File: src/rtl/maze_pkg.sv
// Shared maze geometry, FSM state encoding and wall-bus index helpers.
package maze_pkg;

  localparam int MAZE_COLS = 10;
  localparam int MAZE_ROWS = 15;
  localparam int H_W = (MAZE_ROWS + 1) * MAZE_COLS;
  localparam int V_W = MAZE_ROWS * (MAZE_COLS + 1);

  localparam logic [15:0] LFSR_TAPS = 16'hB400;

  typedef enum logic [2:0] {IDLE, CLEAR, TOP, CELL, PICK, DONE} state_e;

  // Top edge of cell (r,c); row index ROWS addresses the bottom border.
  function automatic int h_idx(input int r, input int c, input int cols = MAZE_COLS);
    return r * cols + c;
  endfunction

  // Left edge of cell (r,c); column index COLS addresses the right border.
  function automatic int v_idx(input int r, input int c, input int cols = MAZE_COLS);
    return r * (cols + 1) + c;
  endfunction

endpackage

File: src/rtl/maze_lfsr.sv
// Free-running 16-bit Galois LFSR; a zero seed is coerced to 1 so it never locks up.
module maze_lfsr
  import maze_pkg::*;
#(
  parameter logic [15:0] SEED = 16'hACE1
) (
  input  logic        clk,
  input  logic        rst,
  output logic [15:0] q
);

  localparam logic [15:0] SEED_NZ = (SEED == 16'h0000) ? 16'h0001 : SEED;

  logic [15:0] lfsr_q;

  always_ff @(posedge clk) begin
    if (!rst) begin
      lfsr_q <= SEED_NZ;
    end else begin
      lfsr_q <= {1'b0, lfsr_q[15:1]} ^ (lfsr_q[0] ? LFSR_TAPS : 16'h0000);
    end
  end

  assign q = lfsr_q;

endmodule

File: src/rtl/maze_generator.sv
// Sidewinder perfect-maze generator, one cell per cycle.
// Define MAZE_GEN_EXITS_EN to open an entrance at cell (0,0) top and an exit at the bottom-right cell.
module maze_generator
  import maze_pkg::*;
#(
  parameter int          COLS = MAZE_COLS,
  parameter int          ROWS = MAZE_ROWS,
  parameter logic [15:0] SEED = 16'hACE1
) (
  input  logic                         clk,
  input  logic                         rst,
  input  logic                         start,
  output logic                         busy,
  output logic                         done,
  output logic                         walls_valid,
  output logic [(ROWS+1)*COLS-1:0]     h_walls,
  output logic [ROWS*(COLS+1)-1:0]     v_walls
);

  localparam int HW  = (ROWS + 1) * COLS;
  localparam int VW  = ROWS * (COLS + 1);
  localparam int CW  = (COLS > 1) ? $clog2(COLS) : 1;
  localparam int LW  = CW + 1;
  localparam int RW  = $clog2(ROWS + 1);
  localparam int HIW = $clog2(HW);
  localparam int VIW = $clog2(VW);
  // Interior left walls of row 0 (columns 1..COLS-1) opened by the TOP step.
  localparam logic [VW-1:0] TOP_OPEN = (VW'(1) << COLS) - VW'(2);

  state_e          state_q;
  logic            busy_q, done_q, valid_q;
  logic [HW-1:0]   hWalls_q;
  logic [VW-1:0]   vWalls_q;
  logic [RW-1:0]   row_q;
  logic [CW-1:0]   col_q, runStart_q;
  logic [LW-1:0]   len_q;

  logic [15:0]     lfsr;
  logic            rbit;
  logic [CW-1:0]   rpick;
  logic            unusedLfsrBits;

  maze_lfsr #(.SEED(SEED)) u_lfsr (
    .clk (clk),
    .rst (rst),
    .q   (lfsr)
  );

  assign rbit           = lfsr[0];
  assign rpick          = lfsr[CW:1];
  assign unusedLfsrBits = ^lfsr[15:CW+1];

  logic            lastCol, lastRow, closeRun, accept;
  logic [HIW-1:0]  hCellIdx, hPickIdx;
  logic [VIW-1:0]  vRightIdx;
  logic [LW-1:0]   len_d;
  logic [CW-1:0]   col_d, runStartClosed_d, runStartKept_d;
  logic [RW-1:0]   row_d;
  state_e          stateAdv_d;

  // Shared "advance to next cell" values used by both CELL and PICK.
  always_comb begin
    lastCol          = (col_q == CW'(COLS - 1));
    lastRow          = (row_q == RW'(ROWS - 1));
    closeRun         = lastCol || !rbit;
    hCellIdx         = HIW'(h_idx(int'(row_q), int'(col_q), COLS));
    hPickIdx         = HIW'(h_idx(int'(row_q), int'(runStart_q) + int'(rpick), COLS));
    vRightIdx        = VIW'(v_idx(int'(row_q), int'(col_q) + 1, COLS));
    len_d            = ({1'b0, col_q} - {1'b0, runStart_q}) + LW'(1);
    accept           = ({1'b0, rpick} < len_q);
    col_d            = lastCol ? '0 : col_q + CW'(1);
    runStartClosed_d = lastCol ? '0 : col_q + CW'(1);
    runStartKept_d   = lastCol ? '0 : runStart_q;
    row_d            = lastCol ? row_q + RW'(1) : row_q;
    stateAdv_d       = (lastCol && lastRow) ? DONE : CELL;
  end

  always_ff @(posedge clk) begin
    if (!rst) begin
      state_q    <= IDLE;
      busy_q     <= 1'b0;
      done_q     <= 1'b0;
      valid_q    <= 1'b0;
      hWalls_q   <= '1;
      vWalls_q   <= '1;
      row_q      <= '0;
      col_q      <= '0;
      runStart_q <= '0;
      len_q      <= '0;
    end else begin
      done_q <= 1'b0;
      case (state_q)
        IDLE: begin
          if (start) begin
            state_q <= CLEAR;
            busy_q  <= 1'b1;
            valid_q <= 1'b0;
          end
        end
        CLEAR: begin
          hWalls_q <= '1;
          vWalls_q <= '1;
          state_q  <= TOP;
        end
        TOP: begin
          vWalls_q   <= vWalls_q & ~TOP_OPEN;
          row_q      <= RW'(1);
          col_q      <= '0;
          runStart_q <= '0;
          state_q    <= (ROWS == 1) ? DONE : CELL;
        end
        CELL: begin
          if (closeRun) begin
            if (col_q == runStart_q) begin
              hWalls_q[hCellIdx] <= 1'b0;
              col_q              <= col_d;
              row_q              <= row_d;
              runStart_q         <= runStartClosed_d;
              state_q            <= stateAdv_d;
            end else begin
              len_q   <= len_d;
              state_q <= PICK;
            end
          end else begin
            vWalls_q[vRightIdx] <= 1'b0;
            col_q               <= col_d;
            row_q               <= row_d;
            runStart_q          <= runStartKept_d;
            state_q             <= stateAdv_d;
          end
        end
        PICK: begin
          // Out-of-range picks are rejected and retried with the next LFSR value.
          if (accept) begin
            hWalls_q[hPickIdx] <= 1'b0;
            col_q              <= col_d;
            row_q              <= row_d;
            runStart_q         <= runStartClosed_d;
            state_q            <= stateAdv_d;
          end
        end
        DONE: begin
          done_q  <= 1'b1;
          busy_q  <= 1'b0;
          valid_q <= 1'b1;
          state_q <= IDLE;
`ifdef MAZE_GEN_EXITS_EN
          hWalls_q[0]    <= 1'b0;
          hWalls_q[HW-1] <= 1'b0;
`endif
        end
        default: state_q <= IDLE;
      endcase
    end
  end

  assign busy        = busy_q;
  assign done        = done_q;
  assign walls_valid = valid_q;
  assign h_walls     = hWalls_q;
  assign v_walls     = vWalls_q;

endmodule

File: config.mk
export PLATFORM = sky130hd
export DESIGN_NAME = maze_generator
export DESIGN_NICKNAME = d
export VERILOG_FILES = /design/src/rtl/maze_pkg.sv /design/src/rtl/maze_lfsr.sv /design/src/rtl/maze_generator.sv
export SDC_FILE = /design/constraint.sdc
export NUM_CORES = 1
export LEC_CHECK = 0
export ABC_AREA = 1
export BUFFER_PORTS_ARGS = -buffer_cell sky130_fd_sc_hd__buf_4
export CORE_ASPECT_RATIO = 2
export CORE_UTILIZATION = 30
export CTS_BUF_LIST = sky130_fd_sc_hd__clkbuf_8 sky130_fd_sc_hd__clkbuf_16
export DETAILED_ROUTE_END_ITERATION = 10
export GPL_TIMING_DRIVEN = 0
export PLACE_DENSITY = 0.5
export SETUP_SLACK_MARGIN = 0.5
export SYNTH_ARGS = -nofsm -noshare
export SYNTH_HDL_FRONTEND = slang
export SYNTH_HIERARCHICAL = 1
export SYNTH_SLANG_ARGS = --single-unit
export TNS_END_PERCENT = 30
File: constraint.sdc
create_clock -name clk -period 8.9 [get_ports clk]
set_clock_uncertainty 0.15 [all_clocks]
set_input_delay 0.89 -clock clk [delete_from_list [all_inputs] [get_ports clk]]
set_output_delay 0.89 -clock clk [all_outputs]
set_load 0.02 [all_outputs]
# Word-level counts from Yosys, hierarchy flattened
# Index checks and enable logic that the tools add are counted.
# W data, S select, Z words.
# word_totals
input_bits,3
output_inout_bits,328
reg_bits,364
elab_cells,111
# classes
n_eq_ne,15
addsub,9
reduce_logical,20
n_bitwise,9
n_mul,2
order_cmp,7
muxes,37
# ops
op,n
$pmux W165 S3,1
$mux W160,3
$pmux W160 S3,1
$and A160 B160 Y160,2
$not A160 Y160,2
$and A165 B165 Y165,1
$mux W165,1
$not A165 Y165,1
$mux W4,10
$pmux W4 S3,3
$lt A8 B9 Y1 const B,3
$add A8 B5 Y8,3
$demux W1 S8,3
$ge A8 B1 Y1 const B,3
$mux W16,1
$xor A15 B16 Y16,1
$mux W3,5
$pmux W3 S5,1
$ne A2 B2 Y1 const B,5
$reduce_and A3 Y1,3
$reduce_bool A3 Y1,3
$add A4 B1 Y4 const B,2
$eq A4 B4 Y1 const B,2
$mul A4 B4 Y8 const B,1
other kinds (21),38

# Depth between registers and ports, before layout
# Gate-level depths: netlist of the first run.
# logic_depth
depth_word,11
ltp_mapped,19

# Cells and area by module
# The synthesis of the first run kept the hierarchy.
# by_module_without_submodules
module,seq_area_each_um2,area_per_inst_um2,cells_each,n_inst
maze_generator,6966.7,20532.2,3354,1
maze_lfsr,320.3,511.7,56,1

# Least setup slack after synthesis of the first run
# No wires, ideal clock.
# synth_timing
kind,register -> register
startpoint,register row_q[1]
endpoint,register vWalls_q[28] (netlist: v_walls[28])
setup_slack_ns,5.418
path_buffers,2
path_stages_with_launch,20
t_arrival_ns,3.217
t_required_ns,8.635
cell_sequence,dfxtp_1 -> ha_1 -> ha_1 -> inv_1 -> fa_1 -> inv_1 -> ha_1 -> nand2_1 -> nor2_1 -> nand2_1 -> nand3_1 -> nand2_1 -> nand2_1 -> buf_2 -> clkbuf_1 -> nand4_1 -> nand2_1 -> nand2_1 -> nand2_1 -> nand2_1
# synth_between
elab_chain_len,10
# synth_lines
item,line_no,text
"start, declared",maze_generator.sv:34,logic [RW-1:0] row_q;
"start signal, assigned",maze_generator.sv:117,row_q <= row_d;
"start signal, assigned",maze_generator.sv:127,row_q <= row_d;
"start signal, assigned",maze_generator.sv:137,row_q <= row_d;
$mul A4 B4 Y8 (*),maze_pkg.sv:20,return r * (cols + 1) + c;
$add A8 B5 Y8 (*),maze_pkg.sv:20,
$lt A8 B9 Y1 (implied by the code) or $ge A8 B1 Y1 (tied branches),maze_generator.sv:125,vWalls_q[vRightIdx] <= 1'b0;
$logic_and A1 B1 Y1 (implied by the code),maze_generator.sv:125,
$mux W1 (implied by the code),maze_generator.sv:125,
$demux W1 S8 (*),maze_generator.sv:125,
$not A165 Y165 (no source line) (*),-,
$and A165 B165 Y165 (no source line) (*),-,
$mux W165 (*),maze_generator.sv:113,if (closeRun) begin
$pmux W165 S3 (*),maze_generator.sv:92,case (state_q)
"end signal, assigned",maze_generator.sv:106,vWalls_q <= vWalls_q & ~TOP_OPEN;
"end, declared",maze_generator.sv:33,logic [VW-1:0] vWalls_q;
# Every way passes the cells marked *; elsewhere a longest branch is shown, timed or not. The select of a mux whose other input is x is not followed.
# A chain may end at the register's enable or synchronous reset.

# Final worst setup path of the first run
# layout_timing
startpoint,register row_q[1]
endpoint,register vWalls_q[0] (netlist: v_walls[0])
# Same word-level chain as after synthesis.

==> metrics, run 1 <==
top_reg_cell synth=dfxtp_1; synthesized area=21000 um2; Ys Warns=6; Net Sw Power=2.05 mW; Sw Share=38.2%; gr usage total=between 20% and 30%; grt ovf=0; Min-Delay Path Class=flip-flop to flip-flop; Core Rows=137; worst path arrival time=about 5 ns; f_max=approximately 220 MHz; fin nets=3843; die area=71300 um2; Hold Violations, Final=0; Pint=between 3 and 4 mW; Leak Pwr=13.0 nW; critical path endpoint category=flip-flop; post-CTS setup buffer count=0; DR pass1 iterations=8; post-route ant nets=0; Comb pwr share=a little under a third; area leader, netlist=dfxtp_1; area post-placement=between 20000 and 25000 um2; Seq cells post-synth=~360; area grow syn2layout=24.2%; CTS Buffer Depth=3; Max Cap Viol=0; hpwl dp=70100 um; CP max-delay cell=dfxtp_1; Peak VDD IR=0.155 mV; cell mode on critical path=nand2_1; Clk pwr share=32.3%; vias per cell=between 4 and 5; Seq pwr share=36.0%; vias in the first global route=roughly 22000; drt total wl=roughly 90000 um; minimum clock period=4.58 ns; Setup TNS Final=0 ns; multiplexer share of the synthesized area=0%; fin crit share=51.4%; worst-path cell chain=ha_1, ha_1, inv_1, fa_1, inv_1, ha_1, nand2_1, nor2_1, nand2_1, nand3_1, nand2_1, nand2_1, clkbuf_1, buf_2, nand4_1, nand2_1, nand2_1, nand2_1, nand2_1; TritonCTS Sinks=roughly 360; Iter 0 DRT Violations=1381; Hold Buf Count CTS=0; Synth Area in Simple Gates=a little under half; clock root cell=clkbuf_16; status=finished, final reports clean; largest family of logic cells by synthesized area=simple AND/OR/NAND/NOR gates; top cells by area, synth=dfxtp_1 35%, nand2_1 26%, nand3_1 8.5%, nand4_1 5.3%, inv_1 4.5%; Critical Path Source Type=flip-flop; CP max FO=11; Cells after Synth=about 3400; CTS tree=built; Worst EP required=9.23 ns; antenna diode count=0; Syn Area/Cell=a little over 6 um2; Yosys top cell area share=34.6%; post-synthesis net count=about 3500; Die Y-Extent=377 um; Buffers on Ports=330; register area share after synthesis=34.6%; PD cells=between 200 and 250 nW/um2; Synth Area in Compound Gates=4.86%; drt drc=0; xor-xnor portion of the synthesized cell area=less than 1%; Starting Density=between 30 and 40%; Ports=~330; initial antenna violation count=0; first-pass GRT wire length=136000 um; EDFF count, synth=0; Final GP Congestion=0.949; pin count of the biggest net entering global routing=15; adder-cell share of the synthesized area=3.21%; final non-filler cell area=around 26000 um2; unrepaired setup endpoints after global routing=false; Worst path max stage delay=0.68 ns; clk_lat worst skew=0.58 ns; CTS buffer count=40; actual slew at the worst max-slew pin=1.45 ns; WL per Instance=between 15 and 20 um; Worst Setup Path Type=flip-flop to flip-flop; core box area=69600 um2; Resized Gates After CTS=0; Vias=about 23000; Slew HR=2.75%; Clk pin slew, worst setup/hold paths=~0.06 ns; # setup viols final=0; die width=189 um; fin. max-slew vios=0; share of layout cells above drive strength 1=15.4%; CTS H-Tree Depth=2; Yosys cell types=40; ys async rst share=0%; FILL cells=7751
-- critical path, delay by kind of cell (launching register included) --
kind / cells / cell delay, ns
flops: 1 / 0.68
buf+inv: 4 / 1.25
simple gates: 11 / 0.90
fa+ha+maj: 4 / 1.51
-- cell type report --
class                           count  area, um2  area share (%)
Sequential cell                   364       7290            27.9
Clock inverter                     18        201           0.771
Multi-Input combinational cell   2531      11600            44.3
Tap cell                          903       1130            4.32
Inverter                          265        995            3.81
Clock buffer                       46       1090            4.19
Timing Repair Buffer              340       2620            10.0
Buffer                            250       1230            4.70
-- synth_stat cells (11+ instances only) --
library cell	instances
dfxtp_1	364
nor2_4	11
ha_1	38
nand3_1	359
buf_2	82
clkbuf_1	128
nor2_2	17
a21oi_1	185
nor2_1	231
nand2_1	1438
buf_6	18
inv_1	254
nand2_2	14
nand4_1	177
buf_1	13
-- cell families after synthesis --
| family | count (synthesis) |
|---|---|
| xor+xnor | 8 |
| simple gates | 2274 |
| fa+ha+maj | 48 |
| buf+inv | 515 |
| compound gates | 201 |
| flops | 364 |
-- placed cells by master (no fill, tap or decap), types with 10 or more instances in the layout --
| master | n |
|---|---|
| dfxtp_1 | 364 |
| nand3_1 | 359 |
| inv_1 | 259 |
| nor2_4 | 11 |
| fa_1 | 10 |
| o21ai_0 | 10 |
| a21oi_1 | 185 |
| buf_1 | 13 |
| nand2_2 | 14 |
| nand4_1 | 177 |
| nor2_2 | 29 |
| buf_4 | 337 |
| clkbuf_16 | 41 |
| ha_1 | 38 |
| buf_2 | 82 |
| nand2_1 | 1438 |
| clkbuf_1 | 128 |
| buf_6 | 19 |
| nor2_1 | 219 |
-- state kept, by name, summed over array words and instances, names as in the netlist, 3 cells and up --
signal	cells
v_walls	165
state_q	3
h_walls	160
runStart_q	4
len_q	5
col_q	4
u_lfsr/q	16
row_q	4
-- metrics by stage --
| step | power, mW | setup slack [ns] | util (%) | hold WS, ns | instances |
|---|---|---|---|---|---|
| 2_1_floorplan | 2.99 | 5.42 | - | 0.230 | 3410 |
| 3_3_place_gp | 3.65 | 4.27 | 35.4 | 0.244 | 4643 |
| 3_5_place_dp | 3.67 | 4.34 | 35.7 | 0.243 | 4653 |
| 4_1_cts | 5.43 | 4.31 | 37.5 | 0.258 | 4717 |
| 5_1_grt | 5.65 | 4.02 | 37.5 | 0.277 | 4717 |
| 6_report | 5.37 | 4.32 | 37.5 | 0.251 | 4717 |
-- path summary, 6_finish.rpt --
kind / from / end / slack (ns) / depth (start not counted)
worst max-delay path: row_q[1] / v_walls[0] / 4.32 / 19
worst min-delay path: u_lfsr/q[8] / u_lfsr/q[7] / 0.25 / 2
worst max register to register: row_q[1] / v_walls[0] / 4.32 / 19
worst min register to register: u_lfsr/q[8] / u_lfsr/q[7] / 0.25 / 2
-- power groups by stage --
stage               registers [mW]  logic (mW)  clock network (mW)
floorplan                     2.12       0.869                   0
global placement              1.97        1.68                   0
detailed placement            1.97        1.70                   0
CTS                           1.94        1.71                1.79
global route                  1.96        1.86                1.83
finish                        1.93        1.70                1.73
-- layer usage --
layer / GRT usage (%) / routed length [um] / up-vias
li1: - / - / 11600
met1: 24.1 / 31300 / 10200
met2: 47.3 / 47100 / 904
met3: 5.63 / 6240 / 320
met4: 16.5 / 6580 / 0
met5: 0 / 0 / -
(Power assumes the default switching activity.)
==> run 2: changes to the inputs <==
Clock period 8.9 ns to 4.8 ns, I/O delays scaled along.
==> run 2 against run 1 <==
Combinational power grew 86%. Cell count stayed put. Non-clock buffer count did not move. First-iteration DRC count shrank 1.9%. Maximum frequency is 6.7% higher. Worst setup slack worse by 3.8 ns. Design area up 0.20%. Register-to-register slack worse by 3.8 ns. Total power grew 86%. Core utilization is 0.076 points higher. Critical path depth is 6 lower.
==> metrics, run 2 (synthesis gave the netlist of run 1 again) <==
Starting Density=30.2% (unchanged); hpwl dp=70100 um (unchanged); PD cells=381 nW/um2 (+85%); fin. max-slew vios=0 (unchanged); share of layout cells above drive strength 1=16.1% (+0.66 points); CP max FO=10 (-1); Setup TNS Final=0 ns (unchanged); Resized Gates After CTS=5 (+5); WL per Instance=19.3 um (about the same); Hold Buf Count CTS=0 (unchanged); # setup viols final=0 (unchanged); non-filler instance count after layout=4717 (unchanged); clk_lat worst skew=0.58 ns (about the same); number of flip-flops in the largest register=165 (unchanged); cell mode on critical path=nand2_1; final non-filler cell area=26200 um2 (+0.20%); die area=71300 um2 (unchanged); Final GP Congestion=0.949 (unchanged); Min-Delay Path Class=input pin to flip-flop; fin crit share=89.4% (+38 points); unrepaired setup endpoints after global routing=true; Hold Violations, Final=0 (unchanged); Iter 0 DRT Violations=1355 (-1.9%); Critical Path Source Type=flip-flop; Ports=331 (unchanged); worst path arrival time=4.60 ns (-0.31 ns); Buffers on Ports=330 (unchanged); Worst EP required=5.10 ns (-4.13 ns); vias per cell=4.89 (about the same); Hold WS=0.0534 ns (-0.198 ns); status=finished, final reports clean; clock root cell=clkbuf_16; dpl ws=0.243 ns (-4.10 ns); worst-path cell chain=fa_1, ha_1, inv_1, fa_1, clkbuf_2, or2_2, clkbuf_1, nor2_1, nand3_1, nand2_1, nand2_1, nand2_1, nand2_1; gr usage total=25.1% (about the same); drt drc=0 (unchanged); die width=189 um (unchanged); minimum clock period=4.29 ns (-0.288 ns); Worst Setup Path Type=flip-flop to flip-flop; drt total wl=91300 um (about the same); Slew HR=5.44% (+2.7 points); total power draw=9.97 mW (+86%); critical path buffer and inverter count=3 (-1); FILL cells=7755 (+0.052%); vias in the first global route=21900 (+0.087%); CTS Buffer Depth=3 (unchanged); Max Cap Viol=0 (unchanged); most frequent cells in the layout=1436 x nand2_1, 363 x dfxtp_1, 359 x nand3_1, 338 x buf_4, 259 x inv_1; CTS buffer count=40 (unchanged); post-CTS setup buffer count=0 (unchanged); area post-placement=24800 um2 (unchanged); CTS H-Tree Depth=2 (unchanged); pin count of the biggest net entering global routing=15 (unchanged); f_max=233 MHz (+6.7%); CP top delay family=simple AND/OR/NAND/NOR gates; post-route ant nets=0 (unchanged); CP max-delay cell=nor2_1; CTS tree=built; final core utilization=37.6% (+0.076 points); grt ovf=0 (unchanged); initial antenna violation count=0 (unchanged); critical path endpoint category=flip-flop; area grow syn2layout=24.4%; antenna diode count=0 (unchanged); placed instance count=4653 (unchanged); Core Rows=137 (unchanged); TritonCTS Sinks=364 (unchanged); Worst path max stage delay=1.08 ns (+0.40 ns); fin nets=3843 (unchanged); Leak Pwr=13.1 nW (+0.55%); actual slew at the worst max-slew pin=1.41 ns (-0.0377 ns); first-pass GRT wire length=136000 um (about the same); Die Y-Extent=377 um (unchanged); DR pass1 iterations=6 (-2); post-route setup slack=0.509 ns (-3.81 ns); Peak VDD IR=0.290 mV (+86%); most common cell after layout, fill and taps aside=nand2_1; core box area=69600 um2 (unchanged); Clk pin slew, worst setup/hold paths=0.06 ns (about the same); Vias=23100 (+0.082%)
## run 2: cell types whose count changed in the layout (fill, tap and decap cells not counted), sizes merged
cell and change:
buf -4, clkbuf +4
## run 2: per-layer routing
layer  track usage, %  share of wire, %
met2             47.3                52
met4             16.6               7.2
met1             24.1                35
met5                0                 0
met3             5.64               6.7
## run 2: cell type report
type / count / area, um2 / area share (%)
multi-input cells: 2531 / 11600 / 44.3
flip-flops and latches: 364 / 7290 / 27.8
repair buffers: 340 / 2620 / 9.99
plain buffers: 250 / 1260 / 4.80
well taps: 903 / 1130 / 4.32
clock buffers: 46 / 1090 / 4.18
inverters: 265 / 995 / 3.80
clock inverters: 18 / 201 / 0.769
## run 2: final timing paths
check / startpoint / endpoint / slack (ns) / cells past startpoint
worst max-delay path: row_q[0] / h_walls[117] / 0.51 / 13
worst min register to register: u_lfsr/q[8] / u_lfsr/q[7] / 0.25 / 2
worst max register to register: row_q[0] / h_walls[117] / 0.51 / 13
worst min-delay path: start / busy / 0.05 / 3
## run 2: where the power goes
part,switching [mW],internal (mW)
registers,0.261,3.33
logic,2.17,0.990
clock network,1.38,1.84
## run 2: worst reg2reg max path, stage by stage (launching register included)
cell      delay (ns)
dfxtp_1         0.54
fa_1            0.46
ha_1            0.23
inv_1           0.07
fa_1            0.40
clkbuf_2        0.22
or2_2           0.32
clkbuf_1        0.18
nor2_1          1.08
nand3_1         0.15
nand2_1         0.20
nand2_1         0.08
nand2_1         0.06
nand2_1         0.04
